File: config.mk
export PLATFORM = sky130hd
export DESIGN_NAME = reg_port_arbiter
export DESIGN_NICKNAME = d
export VERILOG_FILES = /design/src/rtl/reg_port_arbiter.sv
export SDC_FILE = /design/constraint.sdc
export NUM_CORES = 1
export LEC_CHECK = 0
export CORE_UTILIZATION = 30
export DETAILED_ROUTE_END_ITERATION = 8
export GPL_TIMING_DRIVEN = 0
export HOLD_SLACK_MARGIN = 0.08
export PLACE_DENSITY = 0.65
export SLEW_MARGIN = 20
export SYNTH_ARGS = -nofsm -noshare
export SYNTH_HDL_FRONTEND = slang
export SYNTH_SLANG_ARGS = --single-unit
File: constraint.sdc
create_clock -name clk -period 2.31 [get_ports clk]
set_clock_uncertainty 0.05 [all_clocks]
set_input_delay 0.3465 -clock clk [delete_from_list [all_inputs] [get_ports clk]]
set_output_delay 0.3465 -clock clk [all_outputs]
set_load 0.05 [all_outputs]
File: src/rtl/reg_port_arbiter.sv
// reg_port_arbiter: shares one register-file access port between two command sources.
// Each source owns a 1-deep slot. Full slots are granted round-robin, and only one register
// op is in flight at a time. Read data is routed back to the source that issued the read.
module reg_port_arbiter #(
    parameter int ADDR_W   = 8,
    parameter int DATA_W   = 32,
    parameter int READ_LAT = 1
) (
    input  logic              clk,
    input  logic              i_reset_n,
    input  logic              i_req0_w_en,
    input  logic [ADDR_W-1:0] i_req0_w_addr,
    input  logic [DATA_W-1:0] i_req0_w_data,
    input  logic              i_req0_r_en,
    input  logic [ADDR_W-1:0] i_req0_r_addr,
    input  logic              i_req1_w_en,
    input  logic [ADDR_W-1:0] i_req1_w_addr,
    input  logic [DATA_W-1:0] i_req1_w_data,
    input  logic              i_req1_r_en,
    input  logic [ADDR_W-1:0] i_req1_r_addr,
    output logic              o_req0_busy,
    output logic              o_req0_drop,
    output logic [DATA_W-1:0] o_req0_r_data,
    output logic              o_req0_r_dv,
    output logic              o_req1_busy,
    output logic              o_req1_drop,
    output logic [DATA_W-1:0] o_req1_r_data,
    output logic              o_req1_r_dv,
    output logic              o_reg_w_en,
    output logic [ADDR_W-1:0] o_reg_w_addr,
    output logic [DATA_W-1:0] o_reg_w_data,
    output logic              o_reg_r_en,
    output logic [ADDR_W-1:0] o_reg_r_addr,
    input  logic [DATA_W-1:0] i_reg_r_data
);

    typedef enum logic [1:0] {
        IDLE    = 2'd0,
        ISSUE   = 2'd1,
        WAIT_RD = 2'd2
    } state_t;

    state_t state;

    logic [1:0]        req_w;
    logic [1:0]        req_r;
    logic [ADDR_W-1:0] req_w_addr [2];
    logic [ADDR_W-1:0] req_r_addr [2];
    logic [DATA_W-1:0] req_w_data [2];

    logic [1:0]        slot_full;
    logic [1:0]        slot_is_wr;
    logic [ADDR_W-1:0] slot_addr [2];
    logic [DATA_W-1:0] slot_data [2];
    logic [1:0]        drop;

    logic [1:0]        r_dv;
    logic [DATA_W-1:0] r_data [2];

    logic              cur_sel;
    logic              cur_is_wr;
    logic              last_sel;
    logic [2:0]        lat_cnt;

    logic [1:0]        release_slot;
    logic              grant_valid;
    logic              grant_sel;

    assign req_w         = {i_req1_w_en, i_req0_w_en};
    assign req_r         = {i_req1_r_en, i_req0_r_en};
    assign req_w_addr[0] = i_req0_w_addr;
    assign req_w_addr[1] = i_req1_w_addr;
    assign req_r_addr[0] = i_req0_r_addr;
    assign req_r_addr[1] = i_req1_r_addr;
    assign req_w_data[0] = i_req0_w_data;
    assign req_w_data[1] = i_req1_w_data;

    // A slot frees when its write leaves ISSUE, or when its read data is being sampled.
    always_comb begin
        release_slot = 2'b00;
        if ((state == ISSUE && cur_is_wr) || (state == WAIT_RD && lat_cnt == 3'd1)) begin
            release_slot[cur_sel] = 1'b1;
        end
    end

    // Round-robin choice: the only full slot, or the one not served last when both are full.
    always_comb begin
        grant_valid = (state == IDLE) && (|slot_full);
        if (&slot_full) begin
            grant_sel = ~last_sel;
        end else begin
            grant_sel = slot_full[1];
        end
    end

    // Slot capture/release and drop reporting. A releasing slot still counts as busy for new pulses.
    always_ff @(posedge clk or negedge i_reset_n) begin
        if (!i_reset_n) begin
            slot_full  <= '0;
            slot_is_wr <= '0;
            drop       <= '0;
            for (int n = 0; n < 2; n++) begin
                slot_addr[n] <= '0;
                slot_data[n] <= '0;
            end
        end else begin
            for (int n = 0; n < 2; n++) begin
                drop[n] <= (slot_full[n] && (req_w[n] || req_r[n])) ||
                           (!slot_full[n] && req_w[n] && req_r[n]);
                if (release_slot[n]) begin
                    slot_full[n] <= 1'b0;
                end else if (!slot_full[n] && (req_w[n] || req_r[n])) begin
                    slot_full[n]  <= 1'b1;
                    slot_is_wr[n] <= req_w[n];
                    slot_addr[n]  <= req_w[n] ? req_w_addr[n] : req_r_addr[n];
                    slot_data[n]  <= req_w_data[n];
                end
            end
        end
    end

    // Port FSM: grant in IDLE with the strobe registered at that edge, then finish the op.
    always_ff @(posedge clk or negedge i_reset_n) begin
        if (!i_reset_n) begin
            state        <= IDLE;
            cur_sel      <= 1'b0;
            cur_is_wr    <= 1'b0;
            last_sel     <= 1'b1;
            lat_cnt      <= '0;
            o_reg_w_en   <= 1'b0;
            o_reg_w_addr <= '0;
            o_reg_w_data <= '0;
            o_reg_r_en   <= 1'b0;
            o_reg_r_addr <= '0;
            r_dv         <= '0;
            r_data[0]    <= '0;
            r_data[1]    <= '0;
        end else begin
            o_reg_w_en <= 1'b0;
            o_reg_r_en <= 1'b0;
            r_dv       <= '0;
            case (state)
                IDLE: begin
                    if (grant_valid) begin
                        cur_sel   <= grant_sel;
                        last_sel  <= grant_sel;
                        cur_is_wr <= slot_is_wr[grant_sel];
                        if (slot_is_wr[grant_sel]) begin
                            o_reg_w_en   <= 1'b1;
                            o_reg_w_addr <= slot_addr[grant_sel];
                            o_reg_w_data <= slot_data[grant_sel];
                        end else begin
                            o_reg_r_en   <= 1'b1;
                            o_reg_r_addr <= slot_addr[grant_sel];
                        end
                        state <= ISSUE;
                    end
                end
                ISSUE: begin
                    if (cur_is_wr) begin
                        state <= IDLE;
                    end else begin
                        lat_cnt <= 3'(READ_LAT);
                        state   <= WAIT_RD;
                    end
                end
                WAIT_RD: begin
                    if (lat_cnt == 3'd1) begin
                        r_data[cur_sel] <= i_reg_r_data;
                        r_dv[cur_sel]   <= 1'b1;
                        state           <= IDLE;
                    end else begin
                        lat_cnt <= lat_cnt - 3'd1;
                    end
                end
                default: state <= IDLE;
            endcase
        end
    end

    assign o_req0_busy   = slot_full[0];
    assign o_req1_busy   = slot_full[1];
    assign o_req0_drop   = drop[0];
    assign o_req1_drop   = drop[1];
    assign o_req0_r_dv   = r_dv[0];
    assign o_req1_r_dv   = r_dv[1];
    assign o_req0_r_data = r_data[0];
    assign o_req1_r_data = r_data[1];

endmodule

# Word-level counts from Yosys, hierarchy flattened
# Index checks and enable logic that the tools add are counted.
# op_classes
n_addsub,1
order_cmp,6
eq_ne,7
n_mux,36
bitwise_logic,6
reduce_logical,34
# op_table
cell,count
32-bit 2-to-1 mux,4
64-bit bitwise mux,1
8-bit 2-to-1 mux,5
32-bit demux with 1-bit select,1
1-bit 2-to-1 mux,14
1-bit logical AND,13
2-bit 2-to-1 mux,6
2-bit AND reduction,6
3-bit AND reduction,3
3-bit 2-to-1 mux,2
"2-bit != test, second input constant",3
2-bit one-hot mux with 3 select lines,1
3-bit one-hot mux with 2 select lines,1
2-bit nonzero test,3
1-bit logical OR,5
"2-bit greater-or-equal comparator, second input constant",2
"1-bit by 2-bit less-than comparator with 1-bit output, second input constant",2
1-bit inverter,4
1-bit inverter with 2-bit output,2
"3-bit by 1-bit equality test with 1-bit output, second input constant",1
"3-bit by 1-bit subtractor with 3-bit output, second input constant",1
"2-bit by 1-bit equality test with 1-bit output, second input constant",1
"2-bit equality test, second input constant",1
1-bit zero test,2
6 further kinds,6
# word_totals
register_bits,210
in_bits,134
output_inout_bits,120
wordCells,112

# Depth between registers and ports, before layout
# logic_depth
word_depth,7
mapped_depth,8
mapped_depth_nobuf,6

# Worst setup path before layout
# No wires, ideal clock.
# synth_path
path_type,register to register
start,register slot_full[1]
end,register o_reg_w_addr[0]
setup_ns,0.119
arrival_time_ns,1.760
required_time_ns,2.141
setup_slack_ns,0.381
stages_incl_launch_ff,6
n_path_buf,1
period_less_slack_ns,1.929
cell_sequence,dfrtp_1 a21boi_4 mux2i_1 nor2_2 buf_4 o21a_1
# synth_via
elab_chain_cells,6
word_cells_on_any_way,11
cone_classes,mux (6); bitwise (1); reduce/logical (4)
# synth_rtl
element,line_no,rtl
"start, declared",51,logic [1:0] slot_full;
"start signal, assigned",99,slot_full <= '0;
"start signal, assigned by index",111,slot_full[n] <= 1'b0;
"start signal, assigned by index",113,slot_full[n] <= 1'b1;
2-bit AND reduction,89,if (&slot_full) begin
1-bit 2-to-1 mux,89,
1-bit inverter with 2-bit output (implied by the code),150,o_reg_w_addr <= slot_addr[grant_sel];
8-bit 2-to-1 mux (implied by the code) (3 in series),150,
"end signal, assigned",150,
"end, declared",30,"output logic [ADDR_W-1:0] o_reg_w_addr,"
# Parallel ways exist; a longest one is shown, timed or not. The select of a mux whose other input is x is not followed.
# A chain may end at the register's enable or synchronous reset.

# Worst setup path in the final report
# layout_path
start,register lat_cnt[0]
end,register slot_data[24] (netlist bit)
# layout_via
elab_chain_cells,6
# layout_rtl
element,line_no,rtl
"start, declared",63,logic [2:0] lat_cnt;
"start signal, assigned",163,lat_cnt <= 3'(READ_LAT);
"start signal, assigned",173,lat_cnt <= lat_cnt - 3'd1;
3-bit by 1-bit equality test with 1-bit output,81,if ((state == ISSUE && cur_is_wr) || (state == WAIT_RD && lat_cnt == 3'd1)) begin
1-bit logical AND,81,
1-bit logical OR,81,
2-bit 2-to-1 mux,81,
1-bit inverter (no source line),-,
2-bit AND reduction (no source line),-,
"end signal, assigned by index",116,slot_data[n] <= req_w_data[n];
"end, declared",54,logic [DATA_W-1:0] slot_data [2];
# Every way passes these cells.

==> reports/results.ini <==
[outcome]
status=complete, no violations

[detailed_routing]
final_antenna_net_count=0
viasPerCell=4.59
wl_per_cell_um=17.6
finalWirelength_um=22000
num_vias=5750
post-route-drc-count=0
first_pass_iters=4
drtIter0Drc=262

[synth]
synth_area_um2=8400
syn_inst=582
synthSimpleGateAreaFrac_pct=3.16
ys_async_sr_fraction_pct=100
yosys.area.top_type=dfrtp_1
synthMuxAreaShare_pct=19.6
synth_area_per_cell_um2=14.4
yosysTopAreaCellShare_pct=62.2
synth-seq-cells=210
synth_nets=718
synth_edf_count=0
synthTopCellsByArea=dfrtp_1 (62%), mux2_2 (13%), mux2_1 (4.4%)
synth-compound-area-share_pct=11.5
yosysSeqAreaShare_pct=62.5
ys_types=41
synth_fa_ha_area_share_pct=0.536
synth_xor_area_share_pct=0
synth_flop_cell=dfrtp_1
yosysWarnings=0
synth_top_family_by_area=multiplexers

[grt]
grt_start_max_net_pins=97
grt_pass1_vias=6029
grt_remaining_overflow=0
antenna_found_initial=1
grt_usage_pct=15.4
grt_pass1_wl_um=34500

[clock_network]
insertion_delay_ns=0.50
cts_buffers=23
clk_pin_slew_ns=0.06
cts.path.max_buffers=3
cts-root-buf=clkbuf_16
postCtsSetupBuffers=0
cts_tree=done
cts_sinks=210
cts_max_level=1

[sta]
max_freq_mhz=462
finalCriticalPeriod_ns=2.16
finalSetupViolCount=0
hold_viol=0
worstMarginPinSlew_ns=0.675
rsz0062_at_grt=no
whs_ns=0.279
slew_headroom_pct=55.0
final-max-slew-violation-count=0
fin_crit_sh_pct=93.6

[layout]
regArea_um2=5260
final_common_cell=clkdlybuf4s50_1
nFillCells=2505
final_cell_mix=clkdlybuf4s50_1 (251), dfrtp_1 (209), mux2_2 (98)
layout.cells.non_filler=1252
nets=999
area_growth_pct=45.2
multiInputGateArea_um2=2930
drive_gt1_share_pct=18.7

[setup_path]
r2r_cells=5
timing.rr.start=lat_cnt[0]
critPathLaunch=lat_cnt[0]
cp.required_ns=2.64
cp-start-kind=register
critPathCapture=slot_data[24]
arrival_ns=2.50
worst-path-max-fanout=10
rrSetupSlack_ns=0.15
timing.rr.end=slot_data[24]
slowest_delay_ns=0.42
slowest_stage=dfrtp_1
crit_type=reg2reg
cp_cell_sequence=ha_1 > and4bb_4 > a211oi_2 > buf_2 > mux2_2
worst_setup_path_end_kind=register

[place]
port_buffers=253
dp_cells=1209
place.gp.congestion=0.725
dp_hpwl_um=15800

[pwr]
vdd_ir_drop_max_uv=700
powerDensity_nw_per_um2=1660
total_power_uw=20200
p_leak_uw=0.00499

[die]
num_rows=60
die_area_um2=28700
start_util_pct=30.8
pin_count=254
core-area_um2=27300
die_x_um=169
die_y_um=169

[hold_path]
hold_class=in2async

[flow_run]
drv_cap=0

## where the power goes
part | internal, uW | leakage (uW) | switching [uW] | total, uW
Clock | 2100 | 0.000360 | 1460 | 3560
Combinational | 4060 | 0.00217 | 6030 | 10100
Sequential | 5540 | 0.00246 | 1020 | 6560
## synthesized netlist by cell type, drive strengths merged (9+ instances only)
cell type / number
buf: 26
dfrtp: 209
mux2: 131
a21oi: 18
nand2: 12
o21ai: 13
nor3b: 9
mux2i: 17
clkbuf: 10
o21a: 40
nor2: 12
o22a: 40
## layout make-up
| cell class | count | area share (%) |
|---|---|---|
| Clock buffer | 34 | 5.46 |
| Sequential cell | 210 | 43.1 |
| Timing Repair Buffer | 256 | 21.3 |
| Antenna cell | 1 | 0.0205 |
| Multi-Input combinational cell | 329 | 24.0 |
| Clock inverter | 7 | 0.513 |
| Tap cell | 372 | 3.81 |
| Buffer | 36 | 1.63 |
| Inverter | 7 | 0.215 |
## stage by stage
step,util (%),setup TNS [ns],instance area (um^2),setup WS [ns]
after global placement,41.8,-1739.84,11400,-8.32
final,44.8,0,12200,0.148
after CTS,44.8,0,12200,0.108
after detailed placement,42.1,-0.0122,11500,-0.00448
after floorplan,-,0,8400,0.381
after global routing,44.8,0,12200,0.0133
## how the worst min path moves through the flow
stage	startpoint	to	slack (ns)	cells after the start
3_3_place_gp	o_reg_w_data[29]	o_reg_w_data[29]	0.42	1
5_1_grt	i_reset_n	o_req1_r_data[21]	0.29	2
4_1_cts	i_reset_n	o_req1_r_data[21]	0.27	2
3_5_place_dp	i_reset_n	o_req1_r_data[21]	0.21	1
2_1_floorplan	i_reset_n	cur_is_wr	0.0009	0
6_report	i_reset_n	o_req1_r_data[21]	0.28	2
## sequential cells by signal, summed over array words and instances, names as in the netlist, 3 cells and up
signal         flops
o_req1_r_data     32
slot_addr         16
slot_data         64
o_reg_w_data      32
o_reg_w_addr       8
o_reg_r_addr       8
o_req0_r_data     32
lat_cnt            3
## repair_timing
item                                   CTS  global route
resized for setup                        1             1
pin swaps                                0             0
endpoints found under the hold margin   45             0
gates cloned                             0             0
hold buffers                             1             0
setup endpoints to repair                1             2
## cells by family after synthesis
family,after synthesis
flops,210
mux,148
compound gates,129
simple gates,48
buf+inv,43
fa+ha+maj,4
## worst max-delay path: cells and delay by family, from the launching register on
family                   cells  cell delay [ns]
adder cells (fa/ha/maj)      1             0.25
AO/OA/AOI/OAI                1             0.36
buffers and inverters        1             0.38
flip-flops                   1             0.42
AND/OR/NAND/NOR              1             0.22
multiplexers                 1             0.37
## per-layer routing
| layer | vias up | wire [um] | GRT usage [%] |
|---|---|---|---|
| met5 | - | 4 | 1.04 |
| met4 | 2 | 395 | 3.25 |
| met3 | 24 | 2000 | 5.27 |
| met1 | 2840 | 9350 | 19.6 |
| li1 | 2694 | - | - |
| met2 | 190 | 10200 | 25.2 |
(Power assumes the default switching activity.)
